`src/rtl/gtx_rx_pkg.sv`:
```
// Shared types and helpers for the GTX receive-lane link controller.
// Holds the FSM state enum, the word-class enum and the default comma pair.
package gtx_rx_pkg;

    typedef enum logic [1:0] {
        RESET    = 2'd0,
        WAIT_RDY = 2'd1,
        HUNT     = 2'd2,
        LOCKED   = 2'd3
    } gtx_rx_state_e;

    typedef enum logic [1:0] {
        WC_COMMA = 2'd0,
        WC_DATA  = 2'd1,
        WC_BAD   = 2'd2
    } word_class_e;

    localparam logic [15:0] COMMA_DEFAULT = 16'hBCBC;

    // Bits needed to hold every value 0..max_val; never narrower than 1.
    function automatic int cnt_w(input int max_val);
        return (max_val < 1) ? 1 : $clog2(max_val + 1);
    endfunction

endpackage

```
`src/rtl/gtx_rx_word_class.sv`:
```
// Combinational classifier of one RX word (charisk + data) into COMMA, DATA or BAD.
// Mixed or partial charisk patterns are BAD, as is a K-pair that is not the comma.
module gtx_rx_word_class
    import gtx_rx_pkg::*;
#(
    parameter logic [15:0] COMMA = COMMA_DEFAULT
) (
    input  logic [1:0]  ctrl_i,
    input  logic [15:0] data_i,
    output word_class_e wclass_o
);

    always_comb begin
        wclass_o = WC_BAD;
        if (ctrl_i == 2'b00) begin
            wclass_o = WC_DATA;
        end else if (ctrl_i == 2'b11 && data_i == COMMA) begin
            wclass_o = WC_COMMA;
        end
    end

endmodule

```
`src/rtl/gtx_rx_link_ctrl.sv`:
```
// Bring-up and supervision of one GTX RX lane: transceiver reset, comma hunt,
// lock declaration with error-burst tolerance, and registered payload forwarding.
module gtx_rx_link_ctrl
    import gtx_rx_pkg::*;
#(
    parameter logic [15:0] COMMA      = COMMA_DEFAULT,
    parameter int          LOCK_CNT   = 4,
    parameter int          ERR_MAX    = 8,
    parameter int          TIMEOUT    = 65535,
    parameter int          RST_CYCLES = 16
) (
    input  logic          clk_i,
    input  logic          rst_i,
    input  logic          gtx_rst_done_i,
    input  logic [1:0]    ctrl_i,
    input  logic [15:0]   data_i,
    output logic          gtx_rst_o,
    output logic          lock_o,
    output logic [15:0]   data_o,
    output logic          data_vld_o,
    output logic [7:0]    relock_cnt_o,
    output gtx_rx_state_e state_o
);

    localparam int RST_W = cnt_w(RST_CYCLES);
    localparam int TMR_W = cnt_w(TIMEOUT);
    localparam int LCK_W = cnt_w(LOCK_CNT);
    localparam int ERR_W = cnt_w(ERR_MAX);

    localparam logic [RST_W-1:0] RST_LAST = RST_W'(RST_CYCLES - 1);
    localparam logic [TMR_W-1:0] TMR_LAST = TMR_W'(TIMEOUT - 1);
    localparam logic [TMR_W-1:0] TMR_SAT  = '1;
    localparam logic [LCK_W-1:0] LCK_LAST = LCK_W'(LOCK_CNT - 1);
    localparam logic [ERR_W-1:0] ERR_LAST = ERR_W'(ERR_MAX - 1);

    gtx_rx_state_e    state_q, state_d;
    logic             gtx_rst_q, gtx_rst_d;
    logic             lock_q, lock_d;
    logic [15:0]      data_q, data_d;
    logic             vld_q, vld_d;
    logic [7:0]       relock_q, relock_d;
    logic [RST_W-1:0] rst_cnt_q, rst_cnt_d;
    logic [TMR_W-1:0] timer_q, timer_d;
    logic [LCK_W-1:0] comma_q, comma_d;
    logic [ERR_W-1:0] err_q, err_d;

    logic go_reset, go_wait, go_hunt, go_locked, relock_inc;
    word_class_e wclass;

    gtx_rx_word_class #(
        .COMMA(COMMA)
    ) u_word_class (
        .ctrl_i  (ctrl_i),
        .data_i  (data_i),
        .wclass_o(wclass)
    );

    // Each state only raises a transition flag; the entry values for the target
    // state are applied in one place below so every entry clears the timer.
    always_comb begin
        state_d    = state_q;
        gtx_rst_d  = gtx_rst_q;
        lock_d     = lock_q;
        data_d     = data_q;
        vld_d      = 1'b0;
        relock_d   = relock_q;
        rst_cnt_d  = rst_cnt_q;
        timer_d    = (timer_q == TMR_SAT) ? timer_q : timer_q + TMR_W'(1);
        comma_d    = comma_q;
        err_d      = err_q;
        go_reset   = 1'b0;
        go_wait    = 1'b0;
        go_hunt    = 1'b0;
        go_locked  = 1'b0;
        relock_inc = 1'b0;

        case (state_q)
            RESET: begin
                gtx_rst_d = 1'b1;
                if (rst_cnt_q == RST_LAST) begin
                    go_wait = 1'b1;
                end else begin
                    rst_cnt_d = rst_cnt_q + RST_W'(1);
                end
            end
            WAIT_RDY: begin
                if (gtx_rst_done_i) begin
                    go_hunt = 1'b1;
                end else if (timer_q == TMR_LAST) begin
                    go_reset = 1'b1;
                end
            end
            HUNT: begin
                if (!gtx_rst_done_i || timer_q == TMR_LAST) begin
                    go_reset = 1'b1;
                end else if (wclass == WC_COMMA) begin
                    if (comma_q == LCK_LAST) begin
                        go_locked = 1'b1;
                    end else begin
                        comma_d = comma_q + LCK_W'(1);
                    end
                end else begin
                    comma_d = '0;
                end
            end
            LOCKED: begin
                if (!gtx_rst_done_i) begin
                    go_reset   = 1'b1;
                    relock_inc = 1'b1;
                end else begin
                    case (wclass)
                        WC_DATA: begin
                            vld_d  = 1'b1;
                            data_d = data_i;
                        end
                        WC_COMMA: begin
                            vld_d = 1'b0;
                        end
                        default: begin
                            if (err_q == ERR_LAST) begin
                                go_hunt    = 1'b1;
                                relock_inc = 1'b1;
                            end else begin
                                err_d = err_q + ERR_W'(1);
                            end
                        end
                    endcase
                end
            end
            default: begin
                go_reset = 1'b1;
            end
        endcase

        if (go_reset) begin
            state_d   = RESET;
            gtx_rst_d = 1'b1;
            rst_cnt_d = '0;
            lock_d    = 1'b0;
            vld_d     = 1'b0;
            timer_d   = '0;
        end else if (go_wait) begin
            state_d   = WAIT_RDY;
            gtx_rst_d = 1'b0;
            timer_d   = '0;
        end else if (go_hunt) begin
            state_d = HUNT;
            lock_d  = 1'b0;
            vld_d   = 1'b0;
            comma_d = '0;
            timer_d = '0;
        end else if (go_locked) begin
            state_d = LOCKED;
            lock_d  = 1'b1;
            err_d   = '0;
            timer_d = '0;
        end

        if (relock_inc && relock_q != 8'hFF) begin
            relock_d = relock_q + 8'd1;
        end
    end

    always_ff @(posedge clk_i or posedge rst_i) begin
        if (rst_i) begin
            state_q   <= RESET;
            gtx_rst_q <= 1'b1;
            lock_q    <= 1'b0;
            data_q    <= '0;
            vld_q     <= 1'b0;
            relock_q  <= '0;
            rst_cnt_q <= '0;
            timer_q   <= '0;
            comma_q   <= '0;
            err_q     <= '0;
        end else begin
            state_q   <= state_d;
            gtx_rst_q <= gtx_rst_d;
            lock_q    <= lock_d;
            data_q    <= data_d;
            vld_q     <= vld_d;
            relock_q  <= relock_d;
            rst_cnt_q <= rst_cnt_d;
            timer_q   <= timer_d;
            comma_q   <= comma_d;
            err_q     <= err_d;
        end
    end

    // data_o/data_vld_o is a valid-only stream: a word is delivered on every
    // cycle data_vld_o is high, there is no ready and no backpressure.
    assign gtx_rst_o    = gtx_rst_q;
    assign lock_o       = lock_q;
    assign data_o       = data_q;
    assign data_vld_o   = vld_q;
    assign relock_cnt_o = relock_q;
    assign state_o      = state_q;

endmodule
```
`config.mk`:
```
export PLATFORM = sky130hd
export DESIGN_NAME = gtx_rx_link_ctrl
export DESIGN_NICKNAME = d
export VERILOG_FILES = /design/src/rtl/gtx_rx_pkg.sv /design/src/rtl/gtx_rx_word_class.sv /design/src/rtl/gtx_rx_link_ctrl.sv
export SDC_FILE = /design/constraint.sdc
export NUM_CORES = 1
export LEC_CHECK = 0
export ABC_AREA = 1
export CAP_MARGIN = 15
export CORE_AREA = 5 5 82 84
export CTS_CLUSTER_SIZE = 24
export DETAILED_ROUTE_END_ITERATION = 10
export DIE_AREA = 0 0 87 89
export MAX_ROUTING_LAYER = met4
export PLACE_DENSITY = 0.77
export SYNTH_ARGS = -nofsm -noshare
export SYNTH_HDL_FRONTEND = slang
export SYNTH_SLANG_ARGS = --single-unit
```
`constraint.sdc`:
```
create_clock -name clk_i -period 2.4 [get_ports clk_i]
set_clock_uncertainty 0.1 [all_clocks]
set_input_delay 0.48 -clock clk_i [delete_from_list [all_inputs] [get_ports clk_i]]
set_output_delay 0.48 -clock clk_i [all_outputs]
set_load 0.02 [all_outputs]
```
==> flow_metrics.env <==
export IMPL_die_x_um=87
export IMPL_cp_end_kind="output pin"
export IMPL_crit_family="buffers and inverters"
export IMPL_cellPowerDensity_nw_per_um2=1090
export IMPL_arrival_ns=1.46
export IMPL_antenna_found_initial=0
export IMPL_worstPathMaxFanout=2
export IMPL_crit_slowest_cell="clkdlybuf4s50_1"
export IMPL_netlist_area_um2=2960
export IMPL_min_path_type="reg2reg"
export IMPL_vias=2505
export IMPL_cap_viol_max_count=0
export IMPL_grt_pass1_wl_um=11400
export IMPL_placed_area_um2=3560
export IMPL_syn_nets=399
export IMPL_via_per_inst=4.91
export IMPL_post_place_ws_ns=0.0963
export IMPL_clkSinkCount=57
export IMPL_grt_ovfl_total=0
export IMPL_grt_use_met3=0.0387
export IMPL_netlist_instances=371
export IMPL_slew_violations=0
export IMPL_layout_drive_gt1_share=0.101
export IMPL_cts_tree="yes"
export IMPL_vdd_drop_max_mv=0.634
export IMPL_start_util=0.507
export IMPL_place_congestion=0.815
export IMPL_ys_seq_elements=57
export IMPL_grt_max_degree=58
export IMPL_io_pins=50
export IMPL_design_area_um2=3790
export IMPL_area_growth_synth_to_final_pct=27.8
export IMPL_busiest_layer="met2"
export IMPL_track_usage=0.192
export IMPL_rsz0062_at_grt="false"
export IMPL_postCtsSetupBuffers=0
export IMPL_critical_path_startpoint_type="flop"
export IMPL_max_stage_delay_ns=0.59
export IMPL_first_global_vias=2599
export IMPL_route_detailed_wl_per_inst_um=12.4
export IMPL_die_height_um=89
export IMPL_slew_headroom=0.742
export IMPL_netlist_top_cells_area="dfrtp_1, nand2_1, nor2_1, inv_1, o21ai_0"
export IMPL_crit_chain="clkdlybuf4s50_1"
export IMPL_seqCellArea_um2=1430
export IMPL_yosys_area_top_type="dfrtp_1"
export IMPL_diodes=0
export IMPL_clk_latency_ns=0.33
export IMPL_die_area_um2=7740
export IMPL_worstSetupPathType="reg2out"
export IMPL_fmax_mhz=491
export IMPL_nets=458
export IMPL_ant_nets=0
export IMPL_cts_made_buffers=9
export IMPL_synth_top_area_share=0.473
export IMPL_finalCriticalPeriod_ns=2.04
export IMPL_drc=0
export IMPL_ctsHoldBuffers=0
export IMPL_grtUsageMet1=0.226
export IMPL_hpwl_um=4510
export IMPL_root_buffer="clkbuf_8"
export IMPL_clk_path_buf_depth=2
export IMPL_drt_iter0_drc=128
export IMPL_fp_row_count=28
export IMPL_core_area_um2=5850
export IMPL_met2_usage=0.321
export IMPL_critPathBufInv=1
export IMPL_setup_viol_count_final=0
export IMPL_fin_cells=510
export IMPL_synthDistinctLibCells=31
export IMPL_power_mw=4.13
export IMPL_cts_resized=0
export IMPL_port_buffers=49
export IMPL_clk_pin_slew_ns=0.07
export IMPL_placedCellCount=494
export IMPL_totalWireLength_um=6320
export IMPL_tns_ns=0
export IMPL_htree_levels=3
export IMPL_yosys_warnings=0
export IMPL_nFillCells=481
export IMPL_setup_slack_ns=0.362
export IMPL_synth_seq_area_share=0.482
export IMPL_period_share=0.849
export IMPL_finalHoldViolCount=0
export IMPL_multi_input_area_um2=1340
export IMPL_worst_slew_pin_slew_ns=0.385
export IMPL_drt_first_pass_iters=4
export IMPL_synth_area_per_cell_um2=7.99
export IMPL_outcome="finished, final reports clean"
export IMPL_crit_required_ns=1.82
export IMPL_p_leak_nw=1.80
-- sequential cells by signal, summed over array words and instances, names as in the netlist --
register / flops
comma_q: 3
data_o: 16
data_vld_o: 1
err_q: 4
gtx_rst_o: 1
lock_o: 1
relock_cnt_o: 8
rst_cnt_q: 5
state_o: 2
timer_q: 16
-- final cells by class --
| cell class | count | area share |
|---|---|---|
| multi-input combinational | 265 | 0.353 |
| timing repair buffer | 53 | 0.141 |
| sequential | 57 | 0.377 |
| inverter | 44 | 0.0436 |
| clock buffer | 11 | 0.0400 |
| tap | 75 | 0.0248 |
| clock inverter | 5 | 0.0205 |
-- per-layer routing --
layer | routed length (um) | share of wire | vias up
met5 | 0 | 0 | -
met4 | 108 | 0.017 | 0
met3 | 209 | 0.033 | 12
met2 | 3120 | 0.49 | 37
met1 | 2880 | 0.46 | 1170
li1 | - | - | 1286
-- final timing paths --
kind                                     startpoint                endpoint  slack (ns)  cells after the start
max                           gtx_rst_o$_DFFE_PP1P_               gtx_rst_o        0.36                      1
min                           data_o[2]$_DFFE_PP0P_   data_o[2]$_DFFE_PP0P_        0.37                      2
max reg2reg                rst_cnt_q[0]$_DFFE_PP0P_  state_o[0]$_DFFE_PP0P_        0.45                     10
min reg2reg                   data_o[2]$_DFFE_PP0P_   data_o[2]$_DFFE_PP0P_        0.37                      2
max in group asynchronous                     rst_i   gtx_rst_o$_DFFE_PP1P_        1.48                      3
min in group asynchronous                     rst_i  timer_q[4]$_DFFE_PP0P_        0.41                      3
-- cells in the mapped netlist (all sizes together) --
library cell and number:
buf 4, a21oi 8, o21ai 22, xnor2 4
nor2 53, dfstp 1, nand3 23, nand4 5
o22ai 2, dfrtp 56, xor2 11, clkbuf 1
o21a 1, a31oi 1, inv 44, nor3 5
nor4 2, nand3b 2, o21bai 1, ha 7
nand2 118
-- power breakdown --
part / switching [mW] / internal (mW)
combinational: 0.904 / 0.689
clock: 0.391 / 0.637
sequential: 0.237 / 1.27
-- cells by family after synthesis --
logic type	after synthesis	share of synthesized area
and+or+nand+nor	208	0.311
buffers and inverters	49	0.0667
AOI/OAI and AO/OA	35	0.0671
adders and majority gates	7	0.0295
xor gates and xnor gates	15	0.0443
DFF	57	0.482
-- layout by cell type, fill, tap and decap left out, types with 3 or more instances in the layout --
| master | synthesis | routed |
|---|---|---|
| nor2_4 | 3 | 3 |
| nand2_1 | 114 | 114 |
| ha_1 | 7 | 7 |
| clkbuf_8 | 0 | 11 |
| nor3_1 | 5 | 5 |
| nand4_1 | 5 | 5 |
| xor2_1 | 11 | 11 |
| nor2_2 | 5 | 5 |
| a21oi_1 | 8 | 8 |
| buf_4 | 1 | 3 |
| o21ai_0 | 20 | 20 |
| inv_2 | 4 | 5 |
| inv_1 | 40 | 39 |
| dfrtp_1 | 56 | 56 |
| clkdlybuf4s50_1 | 0 | 49 |
| xnor2_1 | 4 | 4 |
| nand3_1 | 19 | 19 |
| nand2_2 | 4 | 4 |
| nor2_1 | 45 | 45 |
-- tightest hold or removal path: stages (launching register included) --
cell,delay (ns)
dfrtp_1,0.34
nand2_1,0.05
nand2_1,0.05
-- per-stage QoR --
step,hold WS (ns),util
6_report,0.372,0.647
5_1_grt,0.401,0.647
4_1_cts,0.374,0.647
3_5_place_dp,0.361,0.608
3_3_place_gp,0.353,0.608
2_1_floorplan,0.375,-
Power figures use the tool's default switching activity.
